`config.mk`:
```
export PLATFORM = sky130hd
export DESIGN_NAME = secuenciador_luces
export DESIGN_NICKNAME = d
export VERILOG_FILES = /design/src/rtl/secuenciador_luces_pkg.sv /design/src/rtl/secuenciador_luces_antirrebote.sv /design/src/rtl/secuenciador_luces.sv
export SDC_FILE = /design/constraint.sdc
export NUM_CORES = 1
export LEC_CHECK = 0
export CORE_MARGIN = 5
export CORE_UTILIZATION = 47
export DETAILED_ROUTE_END_ITERATION = 8
export GPL_ROUTABILITY_DRIVEN = 0
export HOLD_SLACK_MARGIN = 0.08
export PLACE_DENSITY = 0.73
export SETUP_SLACK_MARGIN = 0.5
export SLEW_MARGIN = 20
export SYNTH_ARGS = -nofsm -noshare
export SYNTH_HDL_FRONTEND = slang
export SYNTH_HIERARCHICAL = 1
export SYNTH_SLANG_ARGS = --single-unit
```
`constraint.sdc`:
```
create_clock -name Reloj -period 5.1 [get_ports Reloj]
set_clock_uncertainty 0.2 [all_clocks]
set_input_delay 1.02 -clock Reloj [delete_from_list [all_inputs] [get_ports Reloj]]
set_output_delay 1.02 -clock Reloj [all_outputs]
set_load 0.01 [all_outputs]
```
`src/rtl/secuenciador_luces_pkg.sv`:
```
// Shared definitions for the LED bar sequencer:
// mode codes, default debounce length and the mode order.
package secuenciador_luces_pkg;

  typedef enum logic [2:0] {
    MODO_APAGADO      = 3'd0,
    MODO_INTERMITENTE = 3'd1,
    MODO_IZQUIERDA    = 3'd2,
    MODO_DERECHA      = 3'd3,
    MODO_VAIVEN       = 3'd4
  } modo_t;

  localparam int DEBOUNCE_DEF = 1_000_000;

  // Unused codes fall back to APAGADO.
  function automatic modo_t modo_sig(
    input modo_t m
  );
    case (m)
      MODO_APAGADO:      modo_sig = MODO_INTERMITENTE;
      MODO_INTERMITENTE: modo_sig = MODO_IZQUIERDA;
      MODO_IZQUIERDA:    modo_sig = MODO_DERECHA;
      MODO_DERECHA:      modo_sig = MODO_VAIVEN;
      default:           modo_sig = MODO_APAGADO;
    endcase
  endfunction

endpackage

```
`src/rtl/secuenciador_luces_antirrebote.sv`:
```
// Pushbutton conditioning: synchronizer, debounce counter
// and a one-cycle strobe on each accepted press.
module antirrebote
  import secuenciador_luces_pkg::*;
#(
  parameter int SYNC_STAGES     = 2,
  parameter int DEBOUNCE_CYCLES = DEBOUNCE_DEF
) (
  input  logic Reloj,
  input  logic Reset_n,
  input  logic entrada,
  output logic pulsacion
);

  localparam int CW =
    (DEBOUNCE_CYCLES > 1) ? $clog2(DEBOUNCE_CYCLES) : 1;
  localparam logic [CW-1:0] CNT_MAX =
    CW'(DEBOUNCE_CYCLES - 1);

  logic [SYNC_STAGES-1:0] sync;
  logic [CW-1:0]          cnt;
  logic                   estable;
  logic                   estable_d;
  logic                   muestra;

  assign muestra   = sync[SYNC_STAGES-1];
  assign pulsacion = estable & ~estable_d;

  always_ff @(posedge Reloj or negedge Reset_n) begin
    if (!Reset_n) begin
      sync      <= '0;
      cnt       <= '0;
      estable   <= 1'b0;
      estable_d <= 1'b0;
    end else begin
      sync      <= {sync[SYNC_STAGES-2:0], entrada};
      estable_d <= estable;
      // Any glitch back to the stable level restarts the count.
      if (muestra == estable) begin
        cnt <= '0;
      end else if (cnt == CNT_MAX) begin
        estable <= muestra;
        cnt     <= '0;
      end else begin
        cnt <= cnt + CW'(1);
      end
    end
  end

endmodule

```
`src/rtl/secuenciador_luces.sv`:
```
// LED bar sequencer: five light modes stepped by the 1 Hz
// square wave, selected with a debounced pushbutton.
module secuenciador_luces
  import secuenciador_luces_pkg::*;
#(
  parameter int N_LEDS          = 8,
  parameter int DEBOUNCE_CYCLES = DEBOUNCE_DEF,
  parameter int SYNC_STAGES     = 2
) (
  input  logic              Reloj,
  input  logic              Reset_n,
  input  logic              Senal_1HZ,
  input  logic              Senal_Blink,
  input  logic              Boton,
  output logic [N_LEDS-1:0] LEDS,
  output logic [2:0]        Modo
);

  localparam int PW = $clog2(N_LEDS);
  localparam logic [PW-1:0] P_MAX = PW'(N_LEDS - 1);
  localparam logic [PW-1:0] P_PEN = PW'(N_LEDS - 2);
  localparam logic [N_LEDS-1:0] UNO = N_LEDS'(1);

  logic [SYNC_STAGES-1:0] hz_s;
  logic [SYNC_STAGES-1:0] bl_s;
  logic                   hz_d;
  logic                   paso;
  logic                   blink;
  logic                   pulsacion;
  modo_t                  modo;
  modo_t                  modo_n;
  logic [PW-1:0]          pos;
  logic                   dir_up;
  logic [N_LEDS-1:0]      leds_d;

  antirrebote #(
    .SYNC_STAGES    (SYNC_STAGES),
    .DEBOUNCE_CYCLES(DEBOUNCE_CYCLES)
  ) u_antirrebote (
    .Reloj    (Reloj),
    .Reset_n  (Reset_n),
    .entrada  (Boton),
    .pulsacion(pulsacion)
  );

  // Both edges of the square wave step: two steps per second.
  assign paso   = hz_s[SYNC_STAGES-1] ^ hz_d;
  assign blink  = bl_s[SYNC_STAGES-1];
  assign modo_n = modo_sig(modo);
  assign Modo   = modo;

  always_ff @(posedge Reloj or negedge Reset_n) begin
    if (!Reset_n) begin
      hz_s <= '0;
      bl_s <= '0;
      hz_d <= 1'b0;
    end else begin
      hz_s <= {hz_s[SYNC_STAGES-2:0], Senal_1HZ};
      bl_s <= {bl_s[SYNC_STAGES-2:0], Senal_Blink};
      hz_d <= hz_s[SYNC_STAGES-1];
    end
  end

  always_comb begin
    leds_d = '0;
    case (modo)
      MODO_INTERMITENTE: leds_d = {N_LEDS{blink}};
      MODO_IZQUIERDA,
      MODO_DERECHA,
      MODO_VAIVEN:       leds_d = UNO << pos;
      default:           leds_d = '0;
    endcase
  end

  always_ff @(posedge Reloj or negedge Reset_n) begin
    if (!Reset_n) begin
      modo   <= MODO_APAGADO;
      pos    <= '0;
      dir_up <= 1'b1;
      LEDS   <= '0;
    end else begin
      LEDS <= leds_d;
      // A mode change swallows a coincident step.
      if (pulsacion) begin
        modo   <= modo_n;
        pos    <= (modo_n == MODO_DERECHA) ? P_MAX : '0;
        dir_up <= 1'b1;
      end else begin
        case (modo)
          MODO_APAGADO,
          MODO_INTERMITENTE: ;
          MODO_IZQUIERDA: begin
            if (paso)
              pos <= (pos == P_MAX) ? '0 : pos + PW'(1);
          end
          MODO_DERECHA: begin
            if (paso)
              pos <= (pos == '0) ? P_MAX : pos - PW'(1);
          end
          MODO_VAIVEN: begin
            if (paso) begin
              if (dir_up) begin
                if (pos == P_MAX) begin
                  pos    <= P_PEN;
                  dir_up <= 1'b0;
                end else begin
                  pos <= pos + PW'(1);
                end
              end else begin
                if (pos == '0) begin
                  pos    <= PW'(1);
                  dir_up <= 1'b1;
                end else begin
                  pos <= pos - PW'(1);
                end
              end
            end
          end
          default: begin
            modo   <= MODO_APAGADO;
            pos    <= '0;
            dir_up <= 1'b1;
          end
        endcase
      end
    end
  end

endmodule

```
After elaboration in Yosys (flattened, before gate mapping)
Index checks and enable logic that the tools add are counted.
{"block": "op_classes", "n_addsub": 3, "n_eq_ne": 14, "shift": 1, "mux": 23, "bitwise": 4, "reduce_logical": 9}
{"op": "$mux W20", "n": 2}
{"op": "$mux W3", "n": 12}
{"op": "$pmux W3 S4", "n": 2}
{"op": "$add A20 B1 Y20 const B", "n": 1}
{"op": "$eq A20 B20 Y1 const B", "n": 1}
{"op": "$pmux W8 S2", "n": 1}
{"op": "$eq A3 B2 Y1 const B", "n": 3}
{"op": "$ne A3 B3 Y1 const B", "n": 3}
{"op": "$shl A1 B3 Y8 const A", "n": 1}
{"op": "$eq A3 B3 Y1 const B", "n": 2}
{"op": "$logic_not A3 Y1", "n": 2}
{"op": "$mux W1", "n": 5}
{"op": "$reduce_or A5 Y1", "n": 1}
{"op": "$ne A2 B1 Y1 const B", "n": 2}
{"op": "$reduce_and A2 Y1", "n": 2}
{"op": "$reduce_and A4 Y1", "n": 1}
{"op": "$reduce_or A4 Y1", "n": 1}
{"op": "$add A3 B1 Y3 const B", "n": 1}
{"op": "$eq A3 B1 Y1 const B", "n": 1}
{"op": "$reduce_or A3 Y1", "n": 1}
{"op": "$sub A3 B1 Y3 const B", "n": 1}
{"op": "$ne A2 B2 Y1 const B", "n": 1}
{"op": "$not A1 Y1", "n": 2}
{"op": "$pmux W1 S2", "n": 1}
{"op": "4 further kinds", "n": 4}
{"block": "word_totals", "register_bits": 44}

Longest topological paths before layout
{"block": "depth", "word_depth": 6, "ltp_mapped": 7, "mapped_depth_nobuf": 7}

Modules after synthesis
The synthesis kept the hierarchy.
{"mod": "antirrebote", "instances": 1, "cells_per_inst": 110, "area_each_um2": 1146.1, "seq_area_each_um2": 600.6}
{"mod": "secuenciador_luces", "instances": 1, "cells_per_inst": 98, "area_each_um2": 1076.0, "seq_area_each_um2": 501.7}

Worst setup path after synthesis
No wires, ideal clock.
{"block": "synth_timing", "kind": "register -> register", "startpoint": "register u_antirrebote.cnt[4]", "endpoint": "register u_antirrebote.cnt[17]", "arrival_ns": 1.541, "required_ns": 4.822, "setup_slack_ns": 3.281, "stages_incl_launch_ff": 5, "cell_sequence": "dfrtp_1 -> nand4_4 -> or4_1 -> or3_1 -> a21oi_1"}
{"block": "synth_between", "elab_chain_len": 3}
{"element": "start, declared", "line": "secuenciador_luces_antirrebote.sv:21", "source": "logic [CW-1:0] cnt;"}
{"element": "start signal, assigned", "line": "secuenciador_luces_antirrebote.sv:45", "source": "cnt <= cnt + CW'(1);"}
{"element": "$add A20 B1 Y20 / $eq A20 B20 Y1 (equally long branches)", "line": "secuenciador_luces_antirrebote.sv:45, secuenciador_luces_antirrebote.sv:41"}
{"element": "$mux W20 *", "line": "secuenciador_luces_antirrebote.sv:41", "source": "end else if (cnt == CNT_MAX) begin"}
{"element": "$mux W20 *", "line": "secuenciador_luces_antirrebote.sv:39", "source": "if (muestra == estable) begin"}
Every way passes the cells marked *; elsewhere a longest branch is shown, timed or not.
A chain may end at the register's enable or synchronous reset.

Worst setup path in the final report
{"block": "layout_timing", "startpoint": "register modo[0], in the netlist Modo[0]", "endpoint": "output Modo[0]"}
{"element": "start, declared", "line": "secuenciador_luces.sv:30", "source": "modo_t modo;"}
{"element": "start signal, assigned", "line": "secuenciador_luces.sv:85", "source": "modo <= modo_n;"}
{"element": "end, declared", "line": "secuenciador_luces.sv:16", "source": "output logic [2:0] Modo"}
No word-level cell between the ends.

==> impl_metrics.prom <==
# TYPE chip_impl_metric gauge
chip_impl_metric{name="cts-buffers-inserted",unit=""} 5
chip_impl_metric{name="placementRows",unit=""} 25
chip_impl_metric{name="fraction_of_layout_instances_using_a_drive_strength_above_1",unit="%"} 9.42
chip_impl_metric{name="synth-edff-count",unit=""} 0
chip_impl_metric{name="tightest_slew",unit="ns"} 0.934
chip_impl_info{name="critical_path.endpoint",value="Modo[0]"} 1
chip_impl_metric{name="synth_area",unit="sq mm"} 0.00222
chip_impl_metric{name="dp.final_hpwl",unit="mm"} 2.70
chip_impl_metric{name="synth_async_sr_flop_share",unit="%"} 100
chip_impl_metric{name="width_of_the_die",unit="um"} 78.8
chip_impl_metric{name="numPortBuffers",unit=""} 15
chip_impl_metric{name="synth.distinct_cells",unit=""} 51
chip_impl_metric{name="grt_pass1_wl",unit="mm"} 6.98
chip_impl_metric{name="min_period",unit="ns"} 2.81
chip_impl_metric{name="critical_path_cell_count",unit=""} 1
chip_impl_metric{name="via_count_of_the_first_global_routing_pass",unit=""} 1506
chip_impl_metric{name="postCtsResizedCells",unit=""} 0
chip_impl_metric{name="dieArea",unit="sq mm"} 0.00620
chip_impl_metric{name="yosysTopAreaCellShare",unit="%"} 48.4
chip_impl_metric{name="cts.repair_timing.setup_buffer_count",unit=""} 0
chip_impl_metric{name="synth_seq_cells",unit=""} 44
chip_impl_metric{name="drt_pre_antenna_iters",unit=""} 4
chip_impl_metric{name="yosysWarnings",unit=""} 6
chip_impl_metric{name="detailroute.via_count",unit=""} 1528
chip_impl_info{name="outcome",value="complete, no violations"} 1
chip_impl_metric{name="max_stage_delay",unit="ns"} 0.66
chip_impl_metric{name="worst_setup_slack_after_placement",unit="ns"} 2.61
chip_impl_info{name="hold_path_class",value="reg2reg"} 1
chip_impl_metric{name="detail_route.vias_per_cell",unit=""} 5.52
chip_impl_info{name="cp_cell_sequence",value="clkdlybuf4s50_1"} 1
chip_impl_metric{name="finalWorstSetupSlack",unit="ns"} 2.29
chip_impl_info{name="rr_endpoint",value="pos[0]"} 1
chip_impl_metric{name="seq_area_frac_synth",unit="%"} 49.6
chip_impl_info{name="clockRootBuffer",value="sky130_fd_sc_hd__clkbuf_8"} 1
chip_impl_metric{name="wire_per_inst",unit="um"} 13.9
chip_impl_metric{name="cts_max_level",unit=""} 2
chip_impl_metric{name="io-pin-count",unit=""} 16
chip_impl_metric{name="relSlewSlack",unit="%"} 37.7
chip_impl_metric{name="floorplan_core_area",unit="sq mm"} 0.00466
chip_impl_metric{name="cts_clk_pin_slew_worst_paths",unit="ns"} 0.08
chip_impl_metric{name="synthCells",unit=""} 208
chip_impl_metric{name="worst-endpoint-arrival",unit="ns"} 1.59
chip_impl_metric{name="crit_path_max_fanout",unit=""} 16
chip_impl_metric{name="first_iter_violations",unit=""} 66
chip_impl_metric{name="post_cts_hold_buffer_count",unit=""} 0
chip_impl_metric{name="postSynthAreaPerCell",unit="sq um"} 10.7
chip_impl_info{name="library_cell_with_the_largest_summed_area_after_synthesis",value="sky130_fd_sc_hd__dfrtp_1"} 1
chip_impl_metric{name="insertedDiodeCount",unit=""} 0
chip_impl_metric{name="wl",unit="mm"} 3.84
chip_impl_info{name="synth_area_leaders",value="sky130_fd_sc_hd__dfrtp_1 48%, sky130_fd_sc_hd__xnor2_1 4.7%, sky130_fd_sc_hd__ha_1 4.5%, sky130_fd_sc_hd__nor2_1 4.4%, sky130_fd_sc_hd__xor2_1 2.8%"} 1
chip_impl_metric{name="clk-insertion-delay-late",unit="ns"} 0.29
chip_impl_metric{name="drtAntennaViolNets",unit=""} 0
chip_impl_info{name="worst_setup_path_startpoint",value="Modo[0]"} 1
chip_impl_metric{name="maxCapViolCount",unit=""} 0
chip_impl_metric{name="floorplan.initialDensity",unit="%"} 47.7
chip_impl_metric{name="setup_total_negative_slack",unit="ns"} 0
chip_impl_info{name="critPathKind",value="reg2out"} 1
chip_impl_metric{name="power_density",unit="mW/mm^2"} 256
chip_impl_metric{name="drc_errors",unit=""} 0
chip_impl_metric{name="layout.nets",unit=""} 235
chip_impl_metric{name="cts_buffer_depth",unit=""} 2
chip_impl_info{name="yosysMostFrequentCell",value="sky130_fd_sc_hd__dfrtp_1"} 1
chip_impl_info{name="timing.critical_path.max_delay_family",value="flip-flops"} 1
chip_impl_metric{name="pin_count_of_the_biggest_net_entering_global_routing",unit=""} 45
chip_impl_metric{name="cp.required",unit="ns"} 3.88
chip_impl_metric{name="timing.final.hold_violations",unit=""} 0
chip_impl_metric{name="ir_worst_vdd",unit="V"} 0.000150
chip_impl_info{name="min-delay-start",value="hz_s[0]"} 1
chip_impl_metric{name="numClockSinks",unit=""} 44
chip_impl_metric{name="mappedNetlistNets",unit=""} 221
chip_impl_metric{name="slew_viol_final",unit=""} 0
chip_impl_info{name="clock_tree_from_tritoncts",value="yes"} 1
chip_impl_metric{name="finalCritPeriodShare",unit="%"} 55.0
chip_impl_metric{name="worst_r2r_setup_slack",unit="ns"} 2.92
chip_impl_metric{name="finish.instance_area",unit="sq mm"} 0.00249
chip_impl_metric{name="place_area",unit="sq mm"} 0.00238
chip_impl_metric{name="worst-path-buf-inv",unit=""} 1
chip_impl_info{name="critical_path.startpoint_type",value="flop"} 1
chip_impl_info{name="reg2reg_launch_point",value="u_antirrebote/estable"} 1
chip_impl_metric{name="cellLeakagePower",unit="nW"} 1.10
chip_impl_metric{name="die_y",unit="um"} 78.8
chip_impl_metric{name="setup_viol",unit=""} 0
chip_impl_info{name="worstSetupEndpointType",value="output port"} 1
chip_impl_metric{name="timing.reg2reg.worst_path_depth",unit=""} 4
chip_impl_metric{name="gr-usage-all-layers",unit="%"} 14.1
chip_impl_metric{name="syn2layout_area_growth",unit="%"} 12.0
chip_impl_info{name="synth_ff_type",value="sky130_fd_sc_hd__dfrtp_1"} 1
chip_impl_metric{name="max_freq",unit="GHz"} 0.356
chip_impl_metric{name="grt_overflow_total",unit=""} 0
chip_impl_metric{name="antenna_violations_before_repair",unit=""} 0
chip_impl_info{name="critPathSlowestCell",value="sky130_fd_sc_hd__dfrtp_1"} 1
chip_impl_info{name="rsz0062_at_grt",value="no"} 1
chip_impl_info{name="synth_top_cells_by_count",value="43 x sky130_fd_sc_hd__dfrtp_1, 26 x sky130_fd_sc_hd__nor2_1, 12 x sky130_fd_sc_hd__xnor2_1"} 1
worst min path at each step:
stage | slack [ns] | end | cells past startpoint
after floorplan | 0.13 | bl_s[1] | 0
after global placement | 0.13 | hz_s[1] | 0
after detailed placement | 0.14 | hz_s[1] | 0
after CTS | 0.15 | hz_s[1] | 0
after global routing | 0.16 | bl_s[1] | 0
final | 0.15 | hz_s[1] | 0
placed cells by master (no fill, tap or decap), types with 4 or more instances in the layout:
cell                               n
sky130_fd_sc_hd__xnor2_1          12
sky130_fd_sc_hd__nand3_1           7
sky130_fd_sc_hd__nor3_1            6
sky130_fd_sc_hd__o21ai_0           4
sky130_fd_sc_hd__a21o_1            8
sky130_fd_sc_hd__xor2_1            7
sky130_fd_sc_hd__a21oi_1           6
sky130_fd_sc_hd__nor4_1            5
sky130_fd_sc_hd__clkdlybuf4s50_1  14
sky130_fd_sc_hd__inv_1            10
sky130_fd_sc_hd__nor2_1           26
sky130_fd_sc_hd__clkbuf_8          5
sky130_fd_sc_hd__ha_1              8
sky130_fd_sc_hd__dfrtp_1          43
sky130_fd_sc_hd__nand2_1          11
per-layer routing:
| layer | GRT usage [%] | vias to the layer above | share of wire [%] |
|---|---|---|---|
| met5 | 0 | - | 0 |
| met2 | 23.0 | 28 | 47 |
| li1 | - | 757 | - |
| met1 | 18.0 | 737 | 48 |
| met4 | 5.42 | 0 | 1.5 |
| met3 | 3.74 | 6 | 4.0 |
kinds of logic after synthesis:
group | count (synthesis) | share of synthesized area [%]
adder cells (fa/ha/maj) | 8 | 4.50
multiplexers | 5 | 2.36
AND/OR/NAND/NOR | 81 | 21.3
XOR/XNOR | 19 | 7.49
flip-flops | 44 | 49.6
AO/OA/AOI/OAI | 33 | 10.5
buffers and inverters | 18 | 4.22
layout make-up:
class                           count  area (sq um)
Fill cell                         426          2170
Sequential cell                    44          1100
Multi-Input combinational cell    146          1030
Timing Repair Buffer               15           145
Clock buffer                        5          68.8
Tap cell                           54          67.6
Clock inverter                      3          42.5
Inverter                           10          37.5
sequential cells by signal, indices dropped and copies added (netlist names):
register and count:
LEDS 8, Modo 3, bl_s 2, dir_up 1
hz_d 1, hz_s 2, pos 3, u_antirrebote/cnt 20
u_antirrebote/estable 1, u_antirrebote/estable_d 1, u_antirrebote/sync 2
through the flow:
| step | hold WS, ns | util [%] | total power [W] | cells |
|---|---|---|---|---|
| after floorplan | 0.131 | - | 0.000370 | 208 |
| after global placement | 0.133 | 51.0 | 0.000381 | 269 |
| after detailed placement | 0.136 | 51.0 | 0.000382 | 269 |
| after CTS | 0.154 | 53.4 | 0.000649 | 277 |
| after global routing | 0.159 | 53.4 | 0.000663 | 277 |
| final | 0.150 | 53.4 | 0.000636 | 277 |
where the power goes:
part           switching [W]  internal [W]  total (W)
Sequential        0.00000335      0.000353   0.000357
Clock               0.000118      0.000145   0.000263
Combinational      0.0000121    0.00000501  0.0000171
Power figures use the tool's default switching activity.
